### config.mk
export PLATFORM = sky130hd
export DESIGN_NAME = pipe_reg_chain
export DESIGN_NICKNAME = d
export VERILOG_FILES = /design/src/rtl/pipe_reg_chain.sv
export SDC_FILE = /design/constraint.sdc
export NUM_CORES = 1
export LEC_CHECK = 0
export CAP_MARGIN = 25
export CORE_MARGIN = 2
export CORE_UTILIZATION = 47
export CTS_CLUSTER_DIAMETER = 40
export DETAILED_ROUTE_END_ITERATION = 16
export PLACE_DENSITY_LB_ADDON = 0.3
export RECOVER_POWER = 25
export SLEW_MARGIN = 20
export SYNTH_ARGS = -nofsm -noshare
export SYNTH_HDL_FRONTEND = slang
export SYNTH_SLANG_ARGS = --single-unit
### constraint.sdc
create_clock -name clk -period 2.15 [get_ports clk]
set_clock_uncertainty 0.1 [all_clocks]
set_input_delay 0.215 -clock clk [delete_from_list [all_inputs] [get_ports clk]]
set_output_delay 0.215 -clock clk [all_outputs]
set_load 0.05 [all_outputs]
### src/rtl/pipe_reg_chain.sv
// pipe_reg_chain: DEPTH-stage valid/ready register chain with bubble collapsing.
// Optional stall-cycle counter enabled by defining PIPE_REG_STALL_CNT_EN.
//
// Handshake: a word moves across an interface on a rising edge only when
// valid and ready are both high in that cycle. A valid offer is held stable
// until it is taken. Ready may depend combinationally on the downstream
// ready, never on the upstream valid.
module pipe_reg_chain #(
  parameter int               WIDTH     = 32,
  parameter int               DEPTH     = 2,
  parameter logic [WIDTH-1:0] RESET_VAL = '0
) (
  input  logic                         clk,
  input  logic                         rst,
  input  logic                         en,
  input  logic                         flush,
  input  logic                         in_valid,
  input  logic [WIDTH-1:0]             in_data,
  output logic                         in_ready,
  output logic                         out_valid,
  output logic [WIDTH-1:0]             out_data,
  input  logic                         out_ready,
  output logic [$clog2(DEPTH+1)-1:0]   occ
`ifdef PIPE_REG_STALL_CNT_EN
  ,
  output logic [31:0]                  stall_cnt
`endif
);

  localparam int OW = $clog2(DEPTH+1);

  logic [DEPTH-1:0] v_q, v_d;
  logic [DEPTH-1:0] rdy;
  logic             rdy_acc;
  logic [WIDTH-1:0] data_q [DEPTH];
  logic [WIDTH-1:0] data_d [DEPTH];
  logic [OW-1:0]    occ_q, occ_d;

  // Stage ready chain: a stage can accept if it is empty or its successor accepts.
  always_comb begin
    rdy            = '0;
    rdy_acc        = !v_q[DEPTH-1] || out_ready;
    rdy[DEPTH-1]   = rdy_acc;
    for (int i = DEPTH - 2; i >= 0; i--) begin
      rdy_acc = !v_q[i] || rdy_acc;
      rdy[i]  = rdy_acc;
    end
  end

  assign in_ready  = rst && en && !flush && rdy[0];
  assign out_valid = en && v_q[DEPTH-1];
  assign out_data  = data_q[DEPTH-1];
  assign occ       = occ_q;

  // Next-state for valid bits and data: flush wins, en=0 holds everything.
  always_comb begin
    v_d = v_q;
    for (int i = 0; i < DEPTH; i++) data_d[i] = data_q[i];
    if (flush) begin
      v_d = '0;
      for (int i = 0; i < DEPTH; i++) data_d[i] = RESET_VAL;
    end else if (en) begin
      if (rdy[0]) begin
        v_d[0] = in_valid;
        if (in_valid) data_d[0] = in_data;
      end
      for (int i = 1; i < DEPTH; i++) begin
        if (rdy[i]) begin
          v_d[i] = v_q[i-1];
          if (v_q[i-1]) data_d[i] = data_q[i-1];
        end
      end
    end
  end

  // Occupancy is registered alongside the valid bits so it always matches them.
  always_comb begin
    occ_d = '0;
    for (int i = 0; i < DEPTH; i++) occ_d = occ_d + OW'(v_d[i]);
  end

  // Stage registers with synchronous active-low reset.
  always_ff @(posedge clk) begin
    if (!rst) begin
      v_q   <= '0;
      occ_q <= '0;
      for (int i = 0; i < DEPTH; i++) data_q[i] <= RESET_VAL;
    end else begin
      v_q   <= v_d;
      occ_q <= occ_d;
      for (int i = 0; i < DEPTH; i++) data_q[i] <= data_d[i];
    end
  end

`ifdef PIPE_REG_STALL_CNT_EN
  logic [31:0] stall_q, stall_d;

  // Count cycles where a word is offered but not taken; saturates, ignores flush.
  always_comb begin
    stall_d = stall_q;
    if (out_valid && !out_ready && (stall_q != 32'hFFFF_FFFF)) stall_d = stall_q + 32'd1;
  end

  // Stall counter register.
  always_ff @(posedge clk) begin
    if (!rst) stall_q <= '0;
    else      stall_q <= stall_d;
  end

  assign stall_cnt = stall_q;
`endif

endmodule

# Yosys cells after proc, flatten, opt, wreduce, memory -nomap -nowiden
# Memories as Yosys holds them, arrays and structs flattened.
# Index checks and enable logic that the tools add are counted.
[classes]
mul = 0
n_mux = 14
add_sub_neg = 1
order_cmp = 0
n_bitwise = 2
reduce_logical = 9
n_eq_ne = 0
shifts = 0
div = 0
[ops]
columns = ["op", "count"]
rows = [
  ["$mux 32", 6],
  ["$mux 64", 2],
  ["$logic_and 1x1->1", 4],
  ["$mux 1", 4],
  ["$mux 2", 2],
  ["$logic_not 1->1", 3],
  ["$add 1x1->2", 1],
  ["$logic_or 1x1->1", 2],
  ["$or 1x1->1", 2],
]
[word_totals]
in_bits = 38
word_cells = 29
mem_bits_ro = 0
memories = 1
ramBits = 64
regBits = 4
latch_bits = 0
output_inout_bits = 36
[mem_list]
columns = ["memory", "words", "width", "rd", "rd_clocked_by_memory_dff", "write_ports", "line_no", "text"]
rows = [
  ["data_q", 2, 32, 2, 0, 2, "35", "logic [WIDTH-1:0] data_q [DEPTH];"],
]

# Logic depth before layout (Yosys ltp)
# Gate-level depths: netlist (run 1).
[depth]
depth_word = 7
depth_mapped = 6
mapped_depth_nobuf = 5

# Least setup slack after synthesis (run 1)
# Ideal clock, no wire load.
[synth_timing]
path_kind = "flip-flop to output port"
from = "register v_q[1]"
to = "output in_ready"
path_buffers = 0
arrival_time_ns = 1.700
required_time_ns = 1.835
path_slack_ns = 0.135
path_stages_with_launch = 3
cell_sequence = "dfxtp_1 -> and2b_4 -> a211oi_1"
[synth_via]
elab_chain_cells = 4
[synth_rtl]
columns = ["element", "line_no", "text"]
rows = [
  ["start, declared", "32", "logic [DEPTH-1:0] v_q, v_d;"],
  ["start signal, assigned", "89", "v_q <= v_d;"],
  ["$logic_not 1->1", "42", "rdy_acc = !v_q[DEPTH-1] || out_ready;"],
  ["$logic_or 1x1->1", "42", ""],
  ["$logic_or 1x1->1", "45", "rdy_acc = !v_q[i] || rdy_acc;"],
  ["$logic_and 1x1->1", "50", "assign in_ready = rst && en && !flush && rdy[0];"],
  ["end, declared", "19", "output logic in_ready,"],
]
# Every way passes these cells.

# Worst setup path after layout (run 1)
[layout_timing]
from = "input en"
to = "output in_ready"
[layout_via]
elab_chain_cells = 3
[layout_rtl]
columns = ["element", "line_no", "text"]
rows = [
  ["start, declared", "15", "input logic en,"],
  ["$logic_and 1x1->1 (3 in a row)", "50", ""],
]
# Every way passes these cells.

==> key figures, run 1 <==
Worst setup path
  • Critical path fanouts, max: 7
  • Worst endpoint required time: 1.84 ns
  • RR Endpoint: occ[0]
  • CP max stage cell: dlygate4sd3_1
  • CP cell instances: dlygate4sd3_1 > inv_1 > a211oi_1 > buf_12
  • CP endpoint: in_ready
  • CP arrival: approximately 1.6 ns
  • Worst path max stage delay: about 0.68 ns
  • CP Depth: 4
  • CP Capture Type: primary output
  • Reg2Reg Setup Slack: about 0.67 ns
  • Worst path bufs/invs: 3
  • CP top delay family: buffers and inverters
  • CP Launch Point: en
  • Crit path kind: in2out
  • Worst reg-to-reg path cell count: 5
  • Startpoint Class: input port
  • Critical R2R Launch: v_q[1]

Power
  • Sw Share: 21.62%
  • Clock Power Share: 41.7%
  • Sequential fraction of design power: 50.8%
  • Combinational share of power: under 10%
  • Cell Pwr Density: 695.2 nW/um^2
  • Pint: slightly below 2000 uW
  • Total power: ~2500 uW
  • P_sw: around 540 uW
  • Lkg Pwr: around 0.0014 uW
  • VDD IR-drop max: approximately 0.56 mV

CTS
  • CTS HTree Levels: 3
  • Clock sink count: just under 70
  • Post-CTS setup buffer count: 0
  • CTS root buf: clkbuf_8
  • Post-cts hold buffer count: 0
  • Cts repair resizes: 0
  • CTS tree: yes
  • Clk pin slew, worst setup/hold paths: approximately 0.070 ns
  • CTS Buffer Depth: 2
  • Latest clock arrival within the worst-skew pair: 0.33 ns
  • TritonCTS buffer count: 9

Min path
  • Hold Path Class: in2reg
  • Hold path depth: 3

Placement
  • Placed cell count: around 400
  • PortBufs: between 70 and 80
  • Hpwl dp: approximately 3.2 mm
  • GPL Wtd Cong: about 0.71
  • Cell Area, Placed: roughly 3400 sq um

Routing
  • Antenna viol nets, final: 0
  • Residual DRC: 0
  • Drt total wl: 5.035 mm
  • Via density: around 4.8
  • DR iter-0 viols: 66
  • Initial DRT Pass Iterations: 4
  • Wire length per cell: approximately 12 um
  • Vias post-DR: 1981

Timing
  • Tmin final: around 1.9 ns
  • Fmax: between 500 and 600 MHz
  • Max Slew Vio Count: 0
  • RSZ-0062 raised after global routing: no
  • Worst slew pin tran: about 0.54 ns
  • Fin crit share: between 80% and 90%
  • TNS Setup: 0 ns
  • Rel. slew slack: between 60 and 70%
  • # setup viols final: 0
  • Final hold vios: 0

Logic synthesis
  • Distinct cells, synth: 23
  • Register area share after synthesis: 46.84%
  • Synthesis warning total: 0
  • Average size of a mapped cell: 9.753 sq um
  • Post-Syn Nets: approximately 340
  • Syn Inst Count: ~300
  • Syn Std Cell Area: 2907 sq um
  • Synth Register Bits: 68

Cells and area
  • Post-layout util: 60.80%
  • Design area: 3621 sq um
  • P&R area growth vs syn: 24.58%
  • Fin cells: 417
  • Most frequent cells in the layout: nand2_1 (97), clkdlybuf4s50_1 (69), dfxtp_1 (68)
  • Leading cell type in the layout, fill and taps excluded: nand2_1
  • Share of post-route cells with drive strength above 1: 7.310%
  • Inserted Diodes: 0
  • NumNets Final: approximately 380

Floorplanning
  • Std cell rows: 28
  • Die Height: around 83 um
  • Starting Density: between 40% and 50%
  • Die area: a little under 7000 sq um
  • IO Pins: 74
  • Die Wd: between 80 and 90 um
  • Core box area: 5956 sq um

Outcome
  • Outcome: finished, final reports clean

GRT
  • Initial antenna violation count: 0
  • Largest net degree at the start of global routing: slightly below 100
  • Tot GR Track Use: 16.03%
  • Vias in the first global route: between 1500 and 2000
  • GR Overflow Total: 0
  • First-pass GRT wire length: 8.148 mm

Job
  • Max cap viols: 0
==> worst min-delay path by stage <==
| stage | from | endpoint | slack, ns |
|---|---|---|---|
| after floorplan | rst | occ[0] | 0.24 |
| after global placement | data_q[0][57] | data_q[0][57] | 0.34 |
| after detailed placement | data_q[0][57] | data_q[0][57] | 0.35 |
| after CTS | in_data[4] | data_q[0][4] | 0.32 |
| after global routing | in_data[8] | data_q[0][8] | 0.32 |
| final | in_data[4] | data_q[0][4] | 0.34 |
==> kinds of logic after synthesis <==
kind of cell	count (synthesis)	share of synthesized area (%)
and+or+nand+nor	109	15.20
muxes	64	22.04
buffers and inverters	50	13.90
AOI/OAI and AO/OA	6	1.593
DFF	68	46.84
adders and majority gates	1	0.4304
==> sequential cells by signal, summed over array words and instances (netlist names) <==
name,cells
occ,2
data_q,64
v_q,2
==> routing by layer <==
layer	wire length, um	GRT usage (%)	part of all wire, %	vias to the layer above
met5	0	0	0	-
met4	40	6.393	0.79	0
met1	2229	18.33	44	910
li1	-	-	-	1013
met2	2425	26.45	48	54
met3	340	6.739	6.8	4
==> cell usage after synthesis (all sizes together) <==
master | number | area [sq um]
a211oi | 1 | 7.510
a21oi | 3 | 26.28
a22oi | 1 | 7.510
and2 | 3 | 18.77
and2b | 1 | 10.01
and3 | 1 | 6.260
buf | 49 | 400.4
dfxtp | 68 | 1361
ha | 1 | 12.51
inv | 1 | 3.750
mux2i | 64 | 640.6
nand2 | 98 | 370.4
nand2b | 2 | 12.51
nand3 | 1 | 10.01
nor2 | 2 | 7.510
nor2b | 1 | 6.260
o21ai | 1 | 5.000
==> power by group through the flow <==
stage	logic (uW)	clock network, uW	registers (uW)
2_1_floorplan	108	0	1310
3_3_place_gp	190	0	1310
3_5_place_dp	191	0	1310
4_1_cts	192	1080	1280
5_1_grt	204	1140	1280
6_report	187	1050	1280
==> cell type report <==
type	instances	area, sq um
Timing Repair Buffer	77	818.3
Multi-Input combinational cell	180	1141
Tap cell	75	93.84
Clock buffer	12	155.1
Inverter	1	3.754
Fill cell	536	2335
Sequential cell	68	1361
Clock inverter	4	47.55
==> tightest hold or removal path, cell delays in order <==
cell,delay [ns]
clkdlybuf4s50_1,0.40
nand2_1,0.06
mux2i_1,0.05
==> per-stage QoR <==
step / worst slack [ns] / hold slack (ns)
floorplan: 0.1347 / 0.2367
global placement: 0.3316 / 0.3423
detailed placement: 0.2783 / 0.3493
global route: 0.1958 / 0.3248
finish: 0.2466 / 0.3394
CTS: 0.2539 / 0.3178
Note: power is estimated with default switching activity, not from simulation.
==> run 2: changes to the inputs <==
--- a/config.mk
+++ b/config.mk
@@ -5,8 +5,9 @@
 export SDC_FILE = /design/constraint.sdc
 export NUM_CORES = 1
 export LEC_CHECK = 0
+export ABC_AREA = 1
 export CAP_MARGIN = 25
-export CORE_MARGIN = 2
+export CORE_MARGIN = 4
 export CORE_UTILIZATION = 47
 export CTS_CLUSTER_DIAMETER = 40
 export DETAILED_ROUTE_END_ITERATION = 16
==> key figures, run 2 <==
Routing
  • Via density: 4.803 (+1.1%)
  • Initial DRT Pass Iterations: 6 (+2)
  • Wire length per cell: 11.54 um (-4.4%)
  • Residual DRC: 0 (unchanged)
  • Vias post-DR: 2704 (+36%)
  • Drt total wl: 6.498 mm (+29%)
  • DR iter-0 viols: 161 (+140%)
  • Antenna viol nets, final: 0 (unchanged)

Logic synthesis
  • Complex-gate fraction of the synthesized area: 5.704% (+4.1 points)
  • Commonest cells post-synth: nor2_1 (99), nand2_1 (72), dfxtp_1 (68), inv_1 (46), buf_4 (35)
  • Synthesis warning total: 0 (unchanged)
  • Multiplexer share of the synthesized area: 0% (-22 points)
  • Area contributors post-synth: dfxtp_1 (43%), nor2_1 (12%), nand2_1 (8.5%)
  • Synth Area in XOR/XNOR: 0% (unchanged)
  • Synth Register Bits: 68 (unchanged)
  • Top-area cell type share of the netlist area: 42.80% (-4.0 points)
  • Top FF cell, synth: dfxtp_1
  • Syn Std Cell Area: 3181 sq um (+9.4%)
  • Dominant cell type by area after synthesis: dfxtp_1
  • Distinct cells, synth: 18 (-22%)
  • Register area share after synthesis: 42.80% (-4.0 points)
  • Most frequent cell after synthesis: nor2_1
  • Post-synth ARST share: 0% (unchanged)
  • Largest family of logic cells by synthesized area: simple AND/OR/NAND/NOR gates
  • Simple-gate share of the synthesized area: 33.28% (+18 points)
  • EDFF count, synth: 0 (unchanged)
  • Post-synthesis adder-cell area fraction: 0.3934% (-0.037 points)
  • Average size of a mapped cell: 7.068 sq um (-28%)
  • Syn Inst Count: 450 (+51%)
  • Post-Syn Nets: 489 (+45%)

Cells and area
  • Inserted Diodes: 0 (unchanged)
  • Leading cell type in the layout, fill and taps excluded: nor2_1
  • Largest register by flop count: data_q
  • P&R area growth vs syn: 23.17%
  • Number of flip-flops in the largest register: 64 (unchanged)
  • Most frequent cells in the layout: nor2_1 (100), nand2_1 (72), clkdlybuf4s50_1 (69)
  • Design area: 3918 sq um (+8.2%)
  • Filler Cell Count: 629 (+17%)
  • NumNets Final: 520 (+38%)
  • Share of post-route cells with drive strength above 1: 5.556% (-1.8 points)

Timing
  • # setup viols final: 0 (unchanged)
  • RSZ-0062 raised after global routing: no
  • Final hold vios: 0 (unchanged)
  • Max Slew Vio Count: 0 (unchanged)
  • TNS Setup: 0 ns (unchanged)
  • Fmax: 539.6 MHz (+2.7%)
  • Tmin final: 1.853 ns (-0.05023 ns)
  • Worst slew pin tran: 0.6901 ns (+0.1516 ns)
  • Rel. slew slack: 54.00% (-10 points)
  • Fin crit share: 86.19% (-2.3 points)

Worst setup path
  • Worst path max stage delay: 0.82 ns (+0.14 ns)
  • CP max stage cell: clkdlybuf4s50_1
  • Critical path fanouts, max: 2 (-5)
  • CP Capture Type: primary output
  • Crit path kind: reg2out
  • Worst path bufs/invs: 1 (-2)
  • CP arrival: 1.54 ns (-0.05 ns)
  • CP top delay family: buffers and inverters
  • Worst endpoint required time: 1.84 ns (about the same)
  • CP cell instances: clkdlybuf4s50_1
  • Startpoint Class: flip-flop

GRT
  • First-pass GRT wire length: 11.17 mm (+37%)
  • Vias in the first global route: 2595 (+38%)
  • Tot GR Track Use: 16.42% (+0.39 points)
  • GR Overflow Total: 0 (unchanged)
  • Largest net degree at the start of global routing: 67 (-31%)
  • Initial antenna violation count: 0 (unchanged)

CTS
  • CTS HTree Levels: 3 (unchanged)
  • Post-CTS setup buffer count: 0 (unchanged)
  • CTS root buf: clkbuf_8
  • CTS tree: yes
  • TritonCTS buffer count: 9 (unchanged)
  • Cts repair resizes: 0 (unchanged)
  • Clk pin slew, worst setup/hold paths: 0.07 ns (about the same)
  • Post-cts hold buffer count: 0 (unchanged)
  • Clock sink count: 68 (unchanged)
  • Latest clock arrival within the worst-skew pair: 0.34 ns (about the same)
  • CTS Buffer Depth: 2 (unchanged)

Min path
  • Hold Path Class: reg2reg

Power
  • Lkg Pwr: 0.001614 uW (+17%)
  • VDD IR-drop max: 0.5127 mV (-9.0%)
  • Cell Pwr Density: 699.7 nW/um^2 (+0.65%)
  • Total power: 2741 uW (+8.9%)

Floorplanning
  • Die Wd: 90.26 um (+9.2%)
  • Die area: 8147 sq um (+19%)
  • Std cell rows: 29 (+3.6%)
  • Die Height: 90.26 um (+9.2%)
  • Core box area: 6459 sq um (+8.4%)
  • IO Pins: 74 (unchanged)
  • Starting Density: 49.24% (+0.44 points)

Job
  • Max cap viols: 0 (unchanged)

Outcome
  • Outcome: finished, final reports clean

Placement
  • Hpwl dp: 4.345 mm (+34%)
  • Cell Area, Placed: 3720 sq um (+8.6%)
  • PortBufs: 73 (unchanged)
  • GPL Wtd Cong: 0.7793 (+10%)
-- run 2: cell types whose count changed after synthesis, sizes merged, moves of 26 or more --
cell and change:
nand2 -26, nor2 +98, nand3 +33, inv +46, a21oi +30, nand3b +32, mux2i -64
-- run 2: area by class of cell --
type,count,area [sq um],area share (%)
multi-input cells,274,1255,32.03
flip-flops and latches,68,1361,34.75
clock buffers,12,145.1,3.705
repair buffers,81,810.8,20.70
clock inverters,4,72.57,1.852
inverters,47,176.4,4.503
well taps,77,96.34,2.459
-- run 2: cells by family (layout without fill, tap and decap cells) --
group | after synthesis | in the layout
AND/OR/NAND/NOR | 238 | 238
buffers and inverters | 108 | 144
flip-flops | 68 | 68
AO/OA/AOI/OAI | 35 | 35
adder cells (fa/ha/maj) | 1 | 1
-- run 2: path summary, 6_finish.rpt --
path                 start             to  slack (ns)  cells past startpoint
max          data_q[0][46]   out_data[14]        0.30                      1
min          data_q[0][24]  data_q[0][24]        0.38                      2
max reg2reg         v_q[1]         occ[0]        0.80                      7
min reg2reg  data_q[0][24]  data_q[0][24]        0.38                      2
-- run 2: worst register-to-register path, cell delays in order, from the launching register on --
cell and delay, ns:
dfxtp_1 0.43, inv_1 0.06, o211ai_1 0.22, nand2_1 0.08, inv_1 0.06, ha_1 0.21
nand2_1 0.06, inv_1 0.03
-- run 2: power breakdown --
part | internal, uW | leakage (uW) | switching, uW
Sequential | 1290 | 0.000551 | 13.9
Clock | 684 | 0.000107 | 478
Combinational | 138 | 0.000957 | 142
-- run 2: routing by layer --
layer	track usage, %	share of wire, %	up-vias
met3	3.667	5.1	7
li1	-	-	1422
met5	0	0	-
met1	20.17	48	1212
met2	27.63	46	63
met4	7.015	1.2	0
-- run 2: metrics by stage --
stage               cells  util, %  setup WS (ns)  hold WS, ns
finish                563    60.65         0.2968       0.3753
global route          563    60.65         0.2785       0.4013
CTS                   563    60.96         0.2913       0.3452
detailed placement    547    57.59         0.3725       0.3591
global placement      547    57.59         0.4408       0.3530
floorplan             450        -         0.6274       0.2085
==> RTL change (flow settings as in run 1) <==
Add a define of `PIPE_REG_STALL_CNT_EN`.
--- a/src/rtl/pipe_reg_chain.sv
+++ b/src/rtl/pipe_reg_chain.sv
@@ -6,4 +6,6 @@
 // until it is taken. Ready may depend combinationally on the downstream
 // ready, never on the upstream valid.
+`define PIPE_REG_STALL_CNT_EN
+
 module pipe_reg_chain #(
   parameter int               WIDTH     = 32,
Behaviour (old outputs only; new: stall_cnt): unchanged (Yosys induction, for registers that start in step).
==> RTL change against run 1 <==
Routed wire length increased by 110%; non-clock buffer count increased by 58; worst setup slack got worse by 0.18 ns; clock power increased by 14%; synthesized area increased by 48%; count of clock-buffer cells in the layout decreased by 3; global-route usage increased by 5.0 points; total power increased by 30%; cell area increased by 56%; sequential power increased by 46%; sequential cell count increased by 32; first-iteration DRC count increased by 110%; synthesized cell count increased by 82%; largest power group unchanged.
==> RTL change: results (changes against run 1) <==
Status
  • Status: finished, final reports clean (unchanged)

Critical path
  • R2R Path End: stall_cnt[24] (was occ[0])
  • Largest fanout on the critical path: 6 (was 7)
  • Crit Path Category: flop to flop (was input pin to primary output)

Synthesis
  • Seq/Total Area, Yosys: 46.5% (was 46.8%)
  • Synth top cells by count: 149 x nand2_1, 100 x dfxtp_1, 86 x a21oi_1 (was 97 x nand2_1, 68 x dfxtp_1, 64 x mux2i_1)
  • Netlist cell types: 36 (was 23)
  • Post-Syn Instances: 541 (was 298)

GRT
  • Vias in the first global route: 3,765 (was 1,876)
  • Total global-route track usage: 21.0% (was 16.0%)
  • Largest net degree at the start of global routing: 44 (was 97)
  • Grt met2 use: 37.9% (was 26.5%)
  • Grt met1 use: 24.3% (was 18.3%)
  • Met3 GRT Util: 5.34% (was 6.74%)
  • Global-route wire length before repair: 17.0 mm (was 8.15 mm)

Hold path
  • Hold Path Sink: data_q[0][14] (was data_q[0][4])
  • Hold Crit Start: in_data[14] (was in_data[4])

Power
  • Switch Pwr: 0.767 mW (was 0.544 mW)
  • Max IR drop VDD: 0.000381 V (was 0.000564 V)
  • P_leak: 1.85 nW (was 1.38 nW)

Placed design
  • Routability cong.: 0.868 (was 0.707)
  • # port buffers: 105 (was 73)
  • Placed cell count: 718 (was 401)
  • Placed Area: 5470 um2 (was 3430 um2)

Detailed routing
  • Drt pass-1 iters: 5 (was 4)
  • Routed wire length: 10.6 mm (was 5.04 mm)
  • Initial detailed-routing violation count: 139 (was 66)
  • Met1 WL: 4.36 mm (was 2.23 mm)
  • Met3 Wirelength: 634 um (was 340 um)
  • DR WL/cell: 14.4 um (was 12.1 um)

Clocking
  • Insertion delay to the later sink of the worst-skew pair: 0.36 ns (was 0.33 ns)

Layout
  • Layout cell share with drive strength beyond 1: 13.1% (was 7.31%)
## RTL change: cell types whose count changed after synthesis, moves of 8 or more
cell             run 1  this run
nand4_1              0        12
clkbuf_1             0        31
nand2_1             97       149
or3_1                0        11
o31ai_1              0        11
a21oi_1              2        86
dfxtp_1             68       100
mux2i_1             64         7
o21ai_0              0        12
nand3_1              0        13
nand2b_1             2        10
or4_1                0        12
## RTL change: timing repair
item	in CTS	in global routing
gates resized for setup	1	3
pin swaps	0	3
endpoints found under the setup margin	3	4
## RTL change: logic make-up (layout without fill, tap and decap cells)
logic type      after synthesis  in the layout  share of synthesized area, %
compound gates              115            115                          14.4
simple gates                246            246                          27.7
fa+ha+maj                     2              2                         0.581
flops                       100            100                          46.5
mux                           7              7                          1.63
buf+inv                      71            155                          9.21
## RTL change: layout make-up
| type | instances | area [um2] |
|---|---|---|
| Fill cell | 766 | 3140 |
| Sequential cell | 100 | 2040 |
| Multi-Input combinational cell | 370 | 1950 |
| Timing Repair Buffer | 135 | 1330 |
| Tap cell | 108 | 135 |
| Clock buffer | 9 | 124 |
| Clock inverter | 6 | 70.1 |
| Inverter | 5 | 18.8 |
## RTL change: critical path, cell delays in order (launching register included)
cell     delay [ns]
dfxtp_4        0.37
ha_4           0.14
and3_4         0.20
nand4_4        0.09
or4_4          0.57
or4_1          0.43
a21oi_2        0.14
## RTL change: power groups by stage
stage	Sequential, mW	Clock [mW]	Combinational, mW
after global placement	1.91	0	0.196
after floorplan	1.91	0	0.0848
final	1.87	1.20	0.195
after global routing	1.87	1.30	0.211
after CTS	1.87	1.23	0.201
after detailed placement	1.91	0	0.199
